**config.mk**
```make
export PLATFORM = sky130hd
export DESIGN_NAME = tdm_demux8
export DESIGN_NICKNAME = d
export VERILOG_FILES = /design/src/rtl/tdm_demux8.sv
export SDC_FILE = /design/constraint.sdc
export NUM_CORES = 1
export LEC_CHECK = 0
export BUFFER_PORTS_ARGS = -buffer_cell sky130_fd_sc_hd__buf_2
export CAP_MARGIN = 20
export CORE_ASPECT_RATIO = 0.7
export CORE_MARGIN = 1
export CORE_UTILIZATION = 60
export CTS_BUF_LIST = sky130_fd_sc_hd__clkbuf_4 sky130_fd_sc_hd__clkbuf_8 sky130_fd_sc_hd__clkbuf_16
export DETAILED_ROUTE_END_ITERATION = 6
export PLACE_DENSITY = 0.78
export SLEW_MARGIN = 15
export SYNTH_ARGS = -nofsm -noshare
export SYNTH_HDL_FRONTEND = slang
export SYNTH_SLANG_ARGS = --single-unit
```
**constraint.sdc**
```tcl
create_clock -name clk -period 2.42 [get_ports clk]
set_input_delay 0.484 -clock clk [delete_from_list [all_inputs] [get_ports clk]]
set_output_delay 0.484 -clock clk [all_outputs]
set_load 0.03 [all_outputs]
```
**src/rtl/tdm_demux8.sv**
```systemverilog
`default_nettype none
// ============================================================================
// Module   : tdm_demux8
// Purpose  : TDM serial-to-parallel receiver. It rebuilds an 8-bit word from
//            one bit per slot (slot 0 is marked by sync). The optional even
//            parity slot is enabled by the macro TDM_DEMUX8_PARITY_EN.
// Revision : 1.0 - initial release
// ============================================================================
module tdm_demux8 #(
  parameter int TIMEOUT = 16
) (
  input  logic       clk,
  input  logic       rst,
  input  logic       din_i,
  input  logic       din_valid_i,
  input  logic       sync_i,
  output logic [7:0] dout_o,
  output logic       dout_valid_o,
  output logic [2:0] sel_o,
  output logic       err_o
);

`ifdef TDM_DEMUX8_PARITY_EN
  localparam int NSLOT = 9;
`else
  localparam int NSLOT = 8;
`endif
  localparam int          IDXW = $clog2(NSLOT);
  localparam logic [3:0]  LAST = 4'(NSLOT - 1);
  localparam logic [7:0]  IDLE_LIMIT = 8'(TIMEOUT - 1);

  typedef enum logic [0:0] {HUNT = 1'b0, RECV = 1'b1} state_t;

  state_t             state_q, state_d;
  logic [3:0]         sel_q, sel_d;
  logic [NSLOT-1:0]   buf_q, buf_d;
  logic [7:0]         idle_q, idle_d;
  logic [7:0]         dout_q, dout_d;
  logic               dv_q, dv_d;
  logic               err_q, err_d;
  logic [NSLOT-1:0]   w_asm;
  logic               w_perr;

  // Frame contents with the bit currently on the wire merged into its slot.
  always_comb begin
    w_asm = buf_q;
    w_asm[sel_q[IDXW-1:0]] = din_i;
  end

`ifdef TDM_DEMUX8_PARITY_EN
  assign w_perr = ^w_asm;
`else
  assign w_perr = 1'b0;
`endif

  always_comb begin
    state_d = state_q;
    sel_d   = sel_q;
    buf_d   = buf_q;
    idle_d  = idle_q;
    dout_d  = dout_q;
    dv_d    = 1'b0;
    err_d   = 1'b0;
    case (state_q)
      HUNT: begin
        idle_d = '0;
        if (din_valid_i && sync_i) begin
          buf_d    = '0;
          buf_d[0] = din_i;
          sel_d    = 4'd1;
          state_d  = RECV;
        end
      end
      RECV: begin
        if (din_valid_i) begin
          idle_d = '0;
          if (sync_i) begin
            // Early resync: drop the partial frame and restart at slot 1.
            err_d    = 1'b1;
            buf_d    = '0;
            buf_d[0] = din_i;
            sel_d    = 4'd1;
          end else if (sel_q == LAST) begin
            dout_d  = w_asm[7:0];
            dv_d    = 1'b1;
            err_d   = w_perr;
            sel_d   = '0;
            state_d = HUNT;
          end else begin
            buf_d = w_asm;
            sel_d = sel_q + 4'd1;
          end
        end else if (idle_q == IDLE_LIMIT) begin
          err_d   = 1'b1;
          sel_d   = '0;
          idle_d  = '0;
          state_d = HUNT;
        end else begin
          idle_d = idle_q + 8'd1;
        end
      end
      default: state_d = HUNT;
    endcase
  end

  always_ff @(posedge clk) begin
    if (rst) begin
      state_q <= HUNT;
      sel_q   <= '0;
      buf_q   <= '0;
      idle_q  <= '0;
      dout_q  <= '0;
      dv_q    <= 1'b0;
      err_q   <= 1'b0;
    end else begin
      state_q <= state_d;
      sel_q   <= sel_d;
      buf_q   <= buf_d;
      idle_q  <= idle_d;
      dout_q  <= dout_d;
      dv_q    <= dv_d;
      err_q   <= err_d;
    end
  end

  assign dout_o       = dout_q;
  assign dout_valid_o = dv_q;
  assign sel_o        = sel_q[2:0];
  assign err_o        = err_q;

endmodule
`default_nettype wire

```
# Word-level counts from Yosys, hierarchy flattened
# Cells that the tools add are included.
[word_totals]
reg_bits = 31
input_bits = 5
out_inout_bits = 13
[classes]
add_sub_neg = 2
order_cmp = 2
n_eq_ne = 6
muxes = 27
bitwise_logic = 3
reduce_logical = 7
[op_table]
columns = ["cell", "n"]
rows = [
  ["$mux W8", 6],
  ["$pmux W8 S2", 2],
  ["$mux W4", 5],
  ["$mux W1", 10],
  ["$add A8 B1 Y8 const B", 1],
  ["$bwmux W8", 1],
  ["$eq A8 B4 Y1 const B", 1],
  ["$pmux W4 S2", 1],
  ["$add A4 B1 Y4 const B", 1],
  ["$eq A4 B3 Y1 const B", 1],
  ["$lt A3 B4 Y1 const B", 1],
  ["$ne A2 B2 Y1 const B", 2],
  ["$reduce_and A4 Y1", 1],
  ["$reduce_or A4 Y1", 1],
  ["$demux W1 S3", 1],
  ["$ge A3 B1 Y1 const B", 1],
  ["$ne A3 B2 Y1 const B", 1],
  ["$ne A3 B3 Y1 const B", 1],
  ["$not A1 Y1", 3],
  ["$reduce_and A3 Y1", 1],
  ["$logic_and A1 B1 Y1", 2],
  ["$pmux W1 S2", 1],
  ["$reduce_and A2 Y1", 1],
  ["$reduce_or A2 Y1", 1],
]

# Longest topological paths before layout
[depth]
depth_word = 9
ltp_mapped = 6
mapped_depth_nobuf = 5

# Worst setup path after synthesis
# Ideal clock, no wire load.
[synth_timing]
path_type = "register to register"
from = "reg sel_q[0]"
to = "reg dout_q[3] (netlist: dout_o[3])"
arrival_time_ps = 1336
slack_ps = 998
path_stages_with_launch = 7
n_path_buf = 1
period_less_slack_ps = 1422
cell_sequence = "dfxtp_1 > ha_1 > nand3b_1 > nor2_4 > buf_6 > nor2_1 > a211oi_1"
[synth_via]
elab_chain_len = 5
elab_cells_between_ends = 8
[synth_lines]
columns = ["element", "line_no", "source"]
rows = [
  ["start, declared", "35", "logic [3:0] sel_q, sel_d;"],
  ["start signal, assigned", "117", "sel_q <= sel_d;"],
  ["$lt A3 B4 Y1 (not written as such) or $ge A3 B1 Y1 (tied branches)", "47", "w_asm[sel_q[IDXW-1:0]] = din_i;"],
  ["$logic_and A1 B1 Y1 (not written as such)", "47", ""],
  ["$mux W1 (not written as such)", "47", ""],
  ["$demux W1 S3", "47", ""],
  ["$bwmux W8", "47", ""],
  ["end signal, assigned", "120", "dout_q <= dout_d;"],
  ["end, declared", "38", "logic [7:0] dout_q, dout_d;"],
]
# Parallel ways exist; a longest one is shown, timed or not.
# A chain may end at the register's enable or synchronous reset.

# Final worst setup path
[layout_timing]
from = "reg sel_q[0]"
to = "reg buf_q[4]"
[layout_via]
elab_chain_len = 9
elab_cells_between_ends = 13
[layout_lines]
columns = ["element", "line_no", "source"]
rows = [
  ["$lt A3 B4 Y1 (not written as such) or $ge A3 B1 Y1 (tied branches)", "47", ""],
  ["$logic_and A1 B1 Y1 (not written as such)", "47", ""],
  ["$mux W1 (not written as such)", "47", ""],
  ["$demux W1 S3", "47", ""],
  ["$bwmux W8", "47", ""],
  ["$mux W8", "83", "end else if (sel_q == LAST) begin"],
  ["$mux W8", "77", "if (sync_i) begin"],
  ["$mux W8", "75", "if (din_valid_i) begin"],
  ["$pmux W8 S2", "64", "case (state_q)"],
  ["end signal, assigned", "118", "buf_q <= buf_d;"],
  ["end, declared", "36", "logic [NSLOT-1:0] buf_q, buf_d;"],
]
# Parallel ways exist; a longest one is shown, timed or not. The select of a mux whose other input is x is not followed.

==> summary.md <==
| Metric | Value |
|---|---|
| I/O Buffers | 17 |
| Clock Skews | 10.7 ps |
| DRC | 0 |
| Cts repair resizes | 0 |
| Placed cell area | 0.00147 mm^2 |
| Tmin final | 1950 ps |
| Post-Syn Area | 0.00142 mm^2 |
| Buf/Inv on CP | 0 |
| GR Util All Layers | 24.3% |
| WL final | 2.72 mm |
| Post-synth ARST share | 0% |
| Core area | 0.00219 mm^2 |
| Initial Util | 64.7% |
| DR WL met3 | 168 um |
| CP Max Fanout | 14 |
| Cells after Synth | 160 |
| Worst r2r dst | buf_q[4] |
| Largest family of logic cells by synthesized area | simple AND/OR/NAND/NOR gates |
| Power Dens Cells | 649 mW/mm^2 |
| Pwr Total | 1010 uW |
| Pleak | 0.000605 uW |
| Max clock buf depth | 2 |
| Sequential area share after synthesis | 43.8% |
| Worst hold stages | 1 |
| Layout cells sized above 1 | 15.7% |
| Slew headroom | 68.4% |
| Core Util, Final | 71.0% |
| Placer Congestion | 0.776 |
| FF-to-FF setup slack | 470 ps |
| Post-synth EDFFs | 0 |
| Slowest Stage Delay on Critical Path | 600 ps |
| Final hold vios | 0 |
| Top sig layer | met4 |
| Fin crit share | 80.4% |
| DR pass1 iterations | 5 |
| Die Ht | 42.7 um |
| Max-cap violations | 0 |
| Met2 wire length | 1.23 mm |
| Setup violations, final | 0 |
| Via count | 1153 |
| Crit path from | sel_q[0] |
| # nets final | 178 |
| HP Start | idle_q[0] |
| Synth cell types | 38 |
| Largest net degree at the start of global routing | 21 |
| Adder-Cell Fraction of Synth Area | 1.77% |
| # diodes | 0 |
| Global-route wire length before repair | 4.50 mm |
| Synthesized area per cell | 8.85 um^2 |
| HPWL Detailed | 1.88 mm |
| Die W | 60.1 um |
| CP max stage cell | dfxtp_1 |
| Die area | 0.00256 mm^2 |
| WL/cell | 13.3 um |
| # hold bufs at CTS | 0 |
| Crit end category | register |
| H-tree levels | 2 |
| Compound-cell area share of the yosys netlist | 16.3% |
| Status | finished, final reports clean |
| Floorplan row count | 14 |
| DR vias/cell | 5.65 |
| Min-Delay Path Class | reg -> reg |
| Final Cell Area | 0.00155 mm^2 |
| Startpoint types | register |
| Top Ports | 18 |
| Post-Synth Simple-Gate Area | 21.7% |
| DRT met1 WL | 1.28 mm |
| Initial antenna violation count | 0 |
| Worst Hold Endpoint | idle_q[0] |
| TritonCTS clock tree | yes |
| Maximum vdd drop | 420 uV |
| CTS root buf | clkbuf_4 |
| Synth warn | 0 |
| Antenna-violating nets left | 0 |
| Mapped Nets | 167 |
| DRT iter0 DRCs | 78 |
| CP top delay family | compound AO/OA/AOI/OAI gates |
| Cells along the critical path | ha_1 -> nand3b_1 -> a21o_1 -> a21oi_2 -> o2bb2ai_1 |
| Slew @ Worst Pin | 474 ps |
| Unrepaired setup endpoints after global routing | false |
| Critical path type | reg -> reg |
| Gr ovfl total | 0 |
| Worst r2r path cells | 5 |
| Post-Synth XOR/XNOR Area | 3.71% |
| Fmax | 514 MHz |
| Post-synth top flop | dfxtp_1 |
| Worst path required time | 2680 ps |
| Clk sinks | 31 |
| Max Slew Vio Count | 0 |
| Vias in the first global route | 970 |
| Setup bufs post-CTS | 0 |
| Area grow syn2layout | 9.72% |
| CP Data Arrival Time | 2210 ps |
| TritonCTS Buffers | 5 |
| Mux cell area share after synthesis | 6.45% |
| Clock transition at path regs | 100 ps |
| Setup TNS | 0 ps |
| #FFs+latches synth | 31 |
| FF-to-FF Start | sel_q[0] |
| Clock Latency Late Sink | 340 ps |
## flip-flops by register name, summed over array words and instances, names as in the netlist
name and cells:
idle_q 8, err_o 1, buf_q 8, sel_q 4
dout_o 8, dout_valid_o 1, state_q 1
## final cells by class
class	count	area [um^2]
multi-input combinational	112	707
sequential	31	621
tap	32	40.0
inverter	4	15.0
clock buffer	6	51.3
timing repair buffer	17	85.1
clock inverter	2	35.0
fill	192	636
## cells in the mapped netlist (all sizes together) (2+ instances only)
cell type  number  area, um^2
a211oi          8        60.1
a21oi           3        18.8
a311oi          2        17.5
and3            4        25.0
buf             7        51.3
clkbuf          6        22.5
dfxtp          31         621
ha              2        25.0
inv             4        15.0
mux2i           8        80.1
nand2          13        48.8
nand2b          2        12.5
nand3           5        25.0
nand3b          3        22.5
nor2           27         109
nor2b           2        12.5
nor3            3        15.0
o21ai           6        30.0
o2bb2ai         6        52.6
xnor2           4        35.0
xor2            2        17.5
## cells by family (layout without fill, tap and decap cells)
family                     count (synthesis)  count (layout)
DFF                                       31              31
xor gates and xnor gates                   6               6
adders and majority gates                  2               2
muxes                                      9               9
and+or+nand+nor                           64              64
AOI/OAI and AO/OA                         31              31
buffers and inverters                     17              29
## layer usage
| metal | up-vias | GRT usage (%) |
|---|---|---|
| li1 | 584 | - |
| met1 | 525 | 34.7 |
| met2 | 39 | 33.3 |
| met3 | 5 | 6.71 |
| met4 | 0 | 12.1 |
| met5 | - | 0 |
## placed cells by master, fill, tap and decap left out, drive strengths merged, types with 4 or more instances in the layout
cell type and count:
xnor2 4, mux2i 8, buf 17, dfxtp 31, clkbuf 6, a211oi 8, o2bb2ai 6, inv 4
nand2 13, nand3 5, nor2 27, o21ai 6, and3 4
## report_power, final
part	switching [uW]	total [uW]	internal (uW)	leakage, uW
Sequential	10.6	525	515	0.000250
Combinational	35.3	56.1	20.8	0.000306
Clock	183	427	244	0.0000482
## metrics by stage
stage	setup WS [ps]	hold slack, ps	cells
floorplan	998	413	160
global placement	657	428	196
detailed placement	517	444	196
CTS	490	459	204
global route	259	472	204
finish	474	457	204
## how the worst max path moves through the flow
| stage | endpoint | slack, ps | cells after the start |
|---|---|---|---|
| 3_3_place_gp | dout_o[7] | 660 | 5 |
| 6_report | buf_q[4] | 470 | 5 |
| 5_1_grt | dout_o[4] | 260 | 5 |
| 4_1_cts | dout_o[7] | 490 | 5 |
| 2_1_floorplan | dout_o[3] | 1000 | 6 |
| 3_5_place_dp | dout_o[7] | 520 | 5 |
Power figures use the tool's default switching activity.
